$ cat config.mk
export PLATFORM = sky130hd
export DESIGN_NAME = logicnet_input_deserializer
export DESIGN_NICKNAME = d
export VERILOG_FILES = /design/src/rtl/ln_input_pkg.sv /design/src/rtl/ln_pixel_quant.sv /design/src/rtl/logicnet_input_deserializer.sv
export SDC_FILE = /design/constraint.sdc
export NUM_CORES = 2
export LEC_CHECK = 0
export CORE_MARGIN = 4
export CORE_UTILIZATION = 41
export CTS_BUF_LIST = sky130_fd_sc_hd__clkbuf_4 sky130_fd_sc_hd__clkbuf_8
export CTS_CLUSTER_SIZE = 30
export DETAILED_ROUTE_END_ITERATION = 16
export GPL_TIMING_DRIVEN = 0
export PLACE_DENSITY = 0.71
export SYNTH_ARGS = -nofsm -noshare
export SYNTH_HDL_FRONTEND = slang
export SYNTH_SLANG_ARGS = --single-unit
$ cat constraint.sdc
create_clock -name clk -period 157.2 [get_ports clk]
set_input_delay 31.44 -clock clk [delete_from_list [all_inputs] [get_ports clk]]
set_output_delay 31.44 -clock clk [all_outputs]
set_load 0.1 [all_outputs]
$ cat src/rtl/ln_input_pkg.sv
// rtl/ln_input_pkg.sv - shared types, defaults and helpers for the LogicNet input stage
package ln_input_pkg;

    typedef enum logic [0:0] {
        FILL = 1'b0,
        HOLD = 1'b1
    } ln_in_state_e;

    localparam int LN_N_PIXELS = 784;
    localparam int LN_PIX_W    = 8;
    localparam int LN_IN_BITS  = 1;

    function automatic int ln_frame_w(input int n, input int b);
        return n * b;
    endfunction

endpackage

$ cat src/rtl/ln_pixel_quant.sv
// rtl/ln_pixel_quant.sv - combinational raw pixel to IN_BITS quantizer (MSB truncation)
module ln_pixel_quant
    import ln_input_pkg::*;
#(
    parameter int PIX_W   = LN_PIX_W,
    parameter int IN_BITS = LN_IN_BITS
) (
    input  logic [PIX_W-1:0]   pixel,
    output logic [IN_BITS-1:0] q
);

    // Keep the top IN_BITS bits; no rounding so that a rounding mode can be added here later
    assign q = IN_BITS'(pixel >> (PIX_W - IN_BITS));

endmodule

$ cat src/rtl/logicnet_input_deserializer.sv
// rtl/logicnet_input_deserializer.sv - pixel stream to frame vector; LN_IN_DBLBUF_EN adds a second frame slot
module logicnet_input_deserializer
    import ln_input_pkg::*;
#(
    parameter int N_PIXELS = LN_N_PIXELS,
    parameter int PIX_W    = LN_PIX_W,
    parameter int IN_BITS  = LN_IN_BITS,
    parameter int CNT_W    = 10
) (
    input  logic                                        clk,
    input  logic                                        rst,
    input  logic                                        s_valid,
    output logic                                        s_ready,
    input  logic [PIX_W-1:0]                            s_pixel,
    input  logic                                        s_last,
    output logic                                        m_valid,
    input  logic                                        m_ready,
    output logic [ln_frame_w(N_PIXELS, IN_BITS)-1:0]    m_data,
    output logic                                        err_frame
);

    localparam int FRAME_W = ln_frame_w(N_PIXELS, IN_BITS);

    logic [IN_BITS-1:0] pix_q;
    logic [FRAME_W-1:0] shreg;
    logic [FRAME_W-1:0] shift_next;
    logic [CNT_W-1:0]   count;
    logic               xfer;
    logic               at_end;
    logic               frame_ok;
    logic               frame_bad;
    logic               ready_en;

    ln_pixel_quant #(
        .PIX_W   (PIX_W),
        .IN_BITS (IN_BITS)
    ) u_quant (
        .pixel (s_pixel),
        .q     (pix_q)
    );

    // New pixel enters at the top; after N_PIXELS shifts pixel 0 lands at the LSBs
    assign shift_next = FRAME_W'({pix_q, shreg} >> IN_BITS);

    assign xfer      = s_valid && s_ready;
    assign at_end    = (count == CNT_W'(N_PIXELS - 1));
    assign frame_ok  = xfer && at_end && s_last;
    assign frame_bad = xfer && (at_end != s_last);

    // Pixel counter, assembly shift register and the mismatch error pulse
    always_ff @(posedge clk or posedge rst) begin
        if (rst) begin
            count     <= '0;
            shreg     <= '0;
            err_frame <= 1'b0;
        end else begin
            err_frame <= frame_bad;
            if (xfer) begin
                if (frame_ok || frame_bad) begin
                    count <= '0;
                end else begin
                    count <= count + CNT_W'(1);
                end
                shreg <= frame_bad ? '0 : shift_next;
            end
        end
    end

`ifdef LN_IN_DBLBUF_EN

    logic fill_done;
    logic out_free;

    assign out_free = !m_valid || m_ready;
    assign s_ready  = ready_en && !fill_done;

    // Two slots: a completed fill buffer advances to m_data whenever the output slot is free or being consumed
    always_ff @(posedge clk or posedge rst) begin
        if (rst) begin
            ready_en  <= 1'b0;
            m_valid   <= 1'b0;
            m_data    <= '0;
            fill_done <= 1'b0;
        end else begin
            ready_en <= 1'b1;
            if (frame_ok && out_free) begin
                m_data  <= shift_next;
                m_valid <= 1'b1;
            end else if (frame_ok) begin
                fill_done <= 1'b1;
            end else if (fill_done && out_free) begin
                m_data    <= shreg;
                m_valid   <= 1'b1;
                fill_done <= 1'b0;
            end else if (m_valid && m_ready) begin
                m_valid <= 1'b0;
            end
        end
    end

`else

    localparam logic [0:0] ST_FILL = 1'(FILL);
    localparam logic [0:0] ST_HOLD = 1'(HOLD);

    logic [0:0] state;

    assign s_ready = ready_en;

    // FILL accepts pixels until a well-formed frame completes; HOLD presents it until consumed
    always_ff @(posedge clk or posedge rst) begin
        if (rst) begin
            state    <= ST_FILL;
            ready_en <= 1'b0;
            m_valid  <= 1'b0;
            m_data   <= '0;
        end else begin
            case (state)
                ST_FILL: begin
                    ready_en <= 1'b1;
                    if (frame_ok) begin
                        m_data   <= shift_next;
                        m_valid  <= 1'b1;
                        ready_en <= 1'b0;
                        state    <= ST_HOLD;
                    end
                end
                ST_HOLD: begin
                    if (m_ready) begin
                        m_valid  <= 1'b0;
                        ready_en <= 1'b1;
                        state    <= ST_FILL;
                    end
                end
                default: state <= ST_FILL;
            endcase
        end
    end

`endif

endmodule

=== Yosys cells after proc, flatten, opt, wreduce, memory -nomap -nowiden ===
Cells that the tools add are included.

* Flip-flop bits (word level): 1582
* Input bits: 13
* Output and inout bits: 787
* Logic and storage cells: 31

* $add $sub $neg: 1
* Equal/unequal tests: 4
* Multiplexer cells: 11
* Bitwise logic cells: 1
* Reduce and logical (&&, ||, !) cells: 7

{| class="wikitable"
|+ Operators by type and width
! cell !! count
|-
| 784-bit 2-to-1 mux || 1
|-
| 10-bit by 1-bit adder with 10-bit output (second input constant) || 1
|-
| 10-bit == test (second input constant) || 1
|-
| 10-bit 2-to-1 mux || 1
|-
| 1-bit 2-to-1 mux || 6
|-
| 1-bit one-hot mux with 2 select lines || 3
|-
| 1-bit logical AND || 4
|-
| 2-bit != test (second input constant) || 2
|-
| 2-bit AND reduction || 2
|-
| 1-bit logical OR || 1
|-
| 1-bit != test || 1
|-
| 1-bit NOT || 1
|}

=== Depth between registers and ports, before layout ===
* Depth after elaboration: 5
* Mapped depth: 8
* Depth with buffers taken out: 5

=== Modules after synthesis ===
A second synthesis with hierarchy kept.

* Cell total of the unflattened synthesis: 5115
* Area total of the unflattened synthesis: 60370.4 um^2

{| class="wikitable"
|+ By module, submodules not included
! module !! times used !! cells each !! area an instance (um^2) !! sequential area each (um^2)
|-
| logicnet_input_deserializer || 1 || 5114 || 60362.9 || 39562.9
|-
| ln_pixel_quant || 1 || 1 || 7.5 || 0.0
|}

=== Worst setup path after synthesis ===
No wires, ideal clock.

* Path type: input port to flip-flop
* Start point: input port s_valid
* End point: register m_data[402]
* Library setup time: 0.126 ns
* Arrival time: 32.828 ns
* Data required time: 157.074 ns
* Path slack: 124.246 ns
* Stages on the path: 7
* Buffers on the path: 3
* Path through: and2_1 -> buf_2 -> and2_1 -> nand4b_1 -> clkbuf_1 -> buf_2 -> mux2_2

* Cells in the longest elaborated chain, start to end: 4

{| class="wikitable"
|+ RTL lines
! element !! line !! source
|-
| start, declared || logicnet_input_deserializer.sv:12 || <nowiki>input logic s_valid,</nowiki>
|-
| 1-bit logical AND || logicnet_input_deserializer.sv:45 || <nowiki>assign xfer = s_valid && s_ready;</nowiki>
|-
| 1-bit logical AND (2 in series) || logicnet_input_deserializer.sv:47 || <nowiki>assign frame_ok = xfer && at_end && s_last;</nowiki>
|-
| 2-bit AND reduction (no line) || -- ||
|-
| end signal, assigned || logicnet_input_deserializer.sv:122 || <nowiki>m_data <= shift_next;</nowiki>
|-
| end, declared || logicnet_input_deserializer.sv:18 || <nowiki>output logic [ln_frame_w(N_PIXELS, IN_BITS)-1:0] m_data,</nowiki>
|}

No other way between the ends.
A chain may end at the register's enable or synchronous reset.

==> flow_summary_export.csv <==
group,metric,value,unit
logic_synthesis,ys_seq_area_frac,0.6554,
sta,finalSetupViolCount,0,
sta,worst_slew_margin_rel,0.04104,
route,wirelength,162600,um
cts,cts_tree,"yes",
logic_synthesis,avgSynthCellArea,11.80,um^2
placed_design,portBuffers,791,
final_layout,register_area,39560,um^2
global_routing,grt_start_max_net_pins,137,
route,ant_nets,0,
power_and_ir_drop,p_comb_frac,0.027,
logic_synthesis,synth_async_sr_flop_share,1.000,
cts,clk_latency,960,ps
worst_setup_path,critPathKind,"in -> async",
sta,worst_pin_slew,1434,ps
sta,grt_setup_unrepaired,"no",
cts,cts_setup_buffers,0,
logic_synthesis,netlist_instances,5114,
logic_synthesis,synth_xor_xnor_area_share,0.001472,
placed_design,gp_congestion,0.8337,
power_and_ir_drop,total_power,0.0008088,W
worst_setup_path,worst_ep_required_time,158170,ps
power_and_ir_drop,pwr-share-clk,0.469,
sta,slew_viol_final,0,
power_and_ir_drop,power.share.switching,0.2247,
global_routing,grt_pass1_vias,42120,
logic_synthesis,synth-seq-cells,1581,
power_and_ir_drop,power_density,10.56,nW/um^2
worst_setup_path,cp_max_fo,136,
logic_synthesis,synth.area.top_cells,"dfrtp_1, nand2_1, mux2_1",
cts,clockBufferDepth,4,
logic_synthesis,synth_compound_area_frac,0.06579,
final_layout,fillers,12350,
power_and_ir_drop,p_sw,0.0001817,W
route,drt_iter0_markers,2673,
cts,cts-root-buf,"clkbuf_8",
route,avgRoutedWirePerCell,19.59,um
logic_synthesis,synth_mux_area_frac,0.1463,
route,first_pass_iters,6,
global_routing,grt.total_usage,0.2098,
logic_synthesis,synth-edff-count,0,
sta,hold_violations,0,
logic_synthesis,synth_fa_ha_area_frac,0.0002073,
floorplanning,die_x,391.7,um
final_layout,nets,6214,
logic_synthesis,synth_top_family_by_area,"multiplexers",
floorplanning,num_rows,140,
logic_synthesis,synthesis.nets,5128,
global_routing,grt_pass1_wl,250700,um
worst_setup_path,cp_data_arrival_time,35150,ps
power_and_ir_drop,leakagePower,35.79,nW
final_layout,multiInputGateArea,18950,um^2
placed_design,placed_cells,7835,
floorplanning,pin_count,800,
power_and_ir_drop,p_seq_frac,0.504,
logic_synthesis,synth_top_cell_by_area,"dfrtp_1",
floorplanning,core_area,145900,um^2
sta,max_freq,29.25,MHz
placed_design,hpwlAfterDp,116000,um
route,vias_per_cell,5.027,
cts,clock_sinks,1581,
final_layout,drive_gt1_frac,0.1570,
logic_synthesis,yosys-top-cells-count,"dfrtp_1, nand2_1, o21ai_0",
cts,cts.repair.resized,0,
status,status,"completed",
min_path,worstHoldPathType,"reg -> reg",
logic_synthesis,synth-simple-area-share,0.1003,
sta,period_share,0.2174,
cts,clkTransAtPathRegs,60,ps
floorplanning,start_util,0.4137,
global_routing,antenna_found_initial,6,
global_routing,overflow,0,
sta,skew,70.97,ps
logic_synthesis,ys_warn_count,0,
power_and_ir_drop,ir_drop,0.007721,mV
cts,htree_num_levels,5,
logic_synthesis,synth_top_area_frac,0.6554,
final_layout,syn_to_final_growth,26.88,%
floorplanning,dieArea,153400,um^2
logic_synthesis,yosysMostFrequentCell,"dfrtp_1",
power_and_ir_drop,internal-power,0.0006270,W
sta,tns,0,ps
final_layout,finalNonFillerCells,8299,
logic_synthesis,synth-main-ff-cell,"dfrtp_1",
flow_run,maxCapViolCount,0,
logic_synthesis,synthDistinctLibCells,31,
route,route.detailed.drc,0,
cts,cts_buffers,280,
worst_setup_path,setup.worst_path.start_class,"input pin",
route,vias,41720,
cts,ctsHoldBuffers,0,
floorplanning,die_h,391.7,um
sta,finalCriticalPeriod,34180,ps
logic_synthesis,netlist_area,60360,um^2
worst_setup_path,cp-end-kind,"asynchronous set/reset pin",
-- power groups by stage --
stage / Clock [W] / Sequential, W / Combinational [W]
finish: 0.000380 / 0.000408 / 0.0000217
global route: 0.000409 / 0.000407 / 0.0000249
CTS: 0.000390 / 0.000407 / 0.0000224
detailed placement: 0 / 0.000415 / 0.0000223
global placement: 0 / 0.000416 / 0.0000209
floorplan: 0 / 0.000416 / 0.0000139
-- layout by cell type (no fill, tap or decap), types with 4 or more instances in the layout --
cell type        instances
buf_16                  13
buf_2                   39
buf_4                    7
buf_6                   48
clkbuf_1               178
clkbuf_2                77
clkbuf_4                93
clkbuf_8               339
clkdlybuf4s50_1        790
clkinv_2                18
clkinvlp_4               5
dfrtp_1               1581
diode_2                  7
mux2_1                 427
mux2_2                 357
nand2_1               1571
nand4_1                  5
nor2_1                   9
o21ai_0                784
xnor2_1                  4
-- sequential cells by signal, summed over array words and instances, names as in the netlist --
register / cells
err_frame: 1
s_ready: 1
m_data: 784
count: 10
m_valid: 1
shreg: 783
state: 1
-- kinds of logic (layout without fill, tap and decap cells) --
| group | after synthesis | in the layout |
|---|---|---|
| XOR/XNOR | 8 | 8 |
| AND/OR/NAND/NOR | 1599 | 1599 |
| multiplexers | 784 | 784 |
| adder cells (fa/ha/maj) | 1 | 1 |
| AO/OA/AOI/OAI | 790 | 790 |
| other | 0 | 7 |
| buffers and inverters | 351 | 1612 |
| flip-flops | 1581 | 1581 |
-- metal layers --
metal	GRT usage	wire length (um)
met1	0.2570	65590
met2	0.3358	76910
met3	0.08870	15780
met4	0.06916	4272
met5	0	0
-- final timing paths --
check                             from     endpoint  slack [ps]  depth (start not counted)
setup / recovery                   rst  m_data[452]      123020                          7
hold / removal                shreg[1]     shreg[1]         470                          2
setup reg to reg               s_ready  m_data[418]      153820                          7
hold reg to reg               shreg[1]     shreg[1]         470                          2
max in group clk           m_data[445]  m_data[445]      123050                          1
min in group asynchronous          rst   shreg[187]       30970                          2
-- stage by stage --
stage	hold slack [ps]	setup slack [ps]	utilization	cell area, um^2
floorplan	442.8	81150	-	60360
global placement	459.2	64690	0.4844	70680
detailed placement	471.3	121900	0.4869	71050
CTS	474.0	122880	0.5248	76580
global route	497.9	122530	0.5248	76580
finish	473.6	123020	0.5249	76590
-- area by class of cell --
type	instances	share of cell area
Sequential cell	1581	0.5166
Multi-Input combinational cell	3182	0.2475
Timing Repair Buffer	804	0.1080
Clock buffer	432	0.07004
Tap cell	1917	0.03132
Buffer	349	0.02403
Clock inverter	25	0.002173
Antenna cell	7	0.0002287
Inverter	2	0.0001960
-- critical path, stage by stage --
cell and delay (ps):
clkdlybuf4s50_1 490, inv_8 390, buf_16 460, buf_16 450, buf_16 430, buf_16 520
buf_16 540
Power figures use the tool's default switching activity.
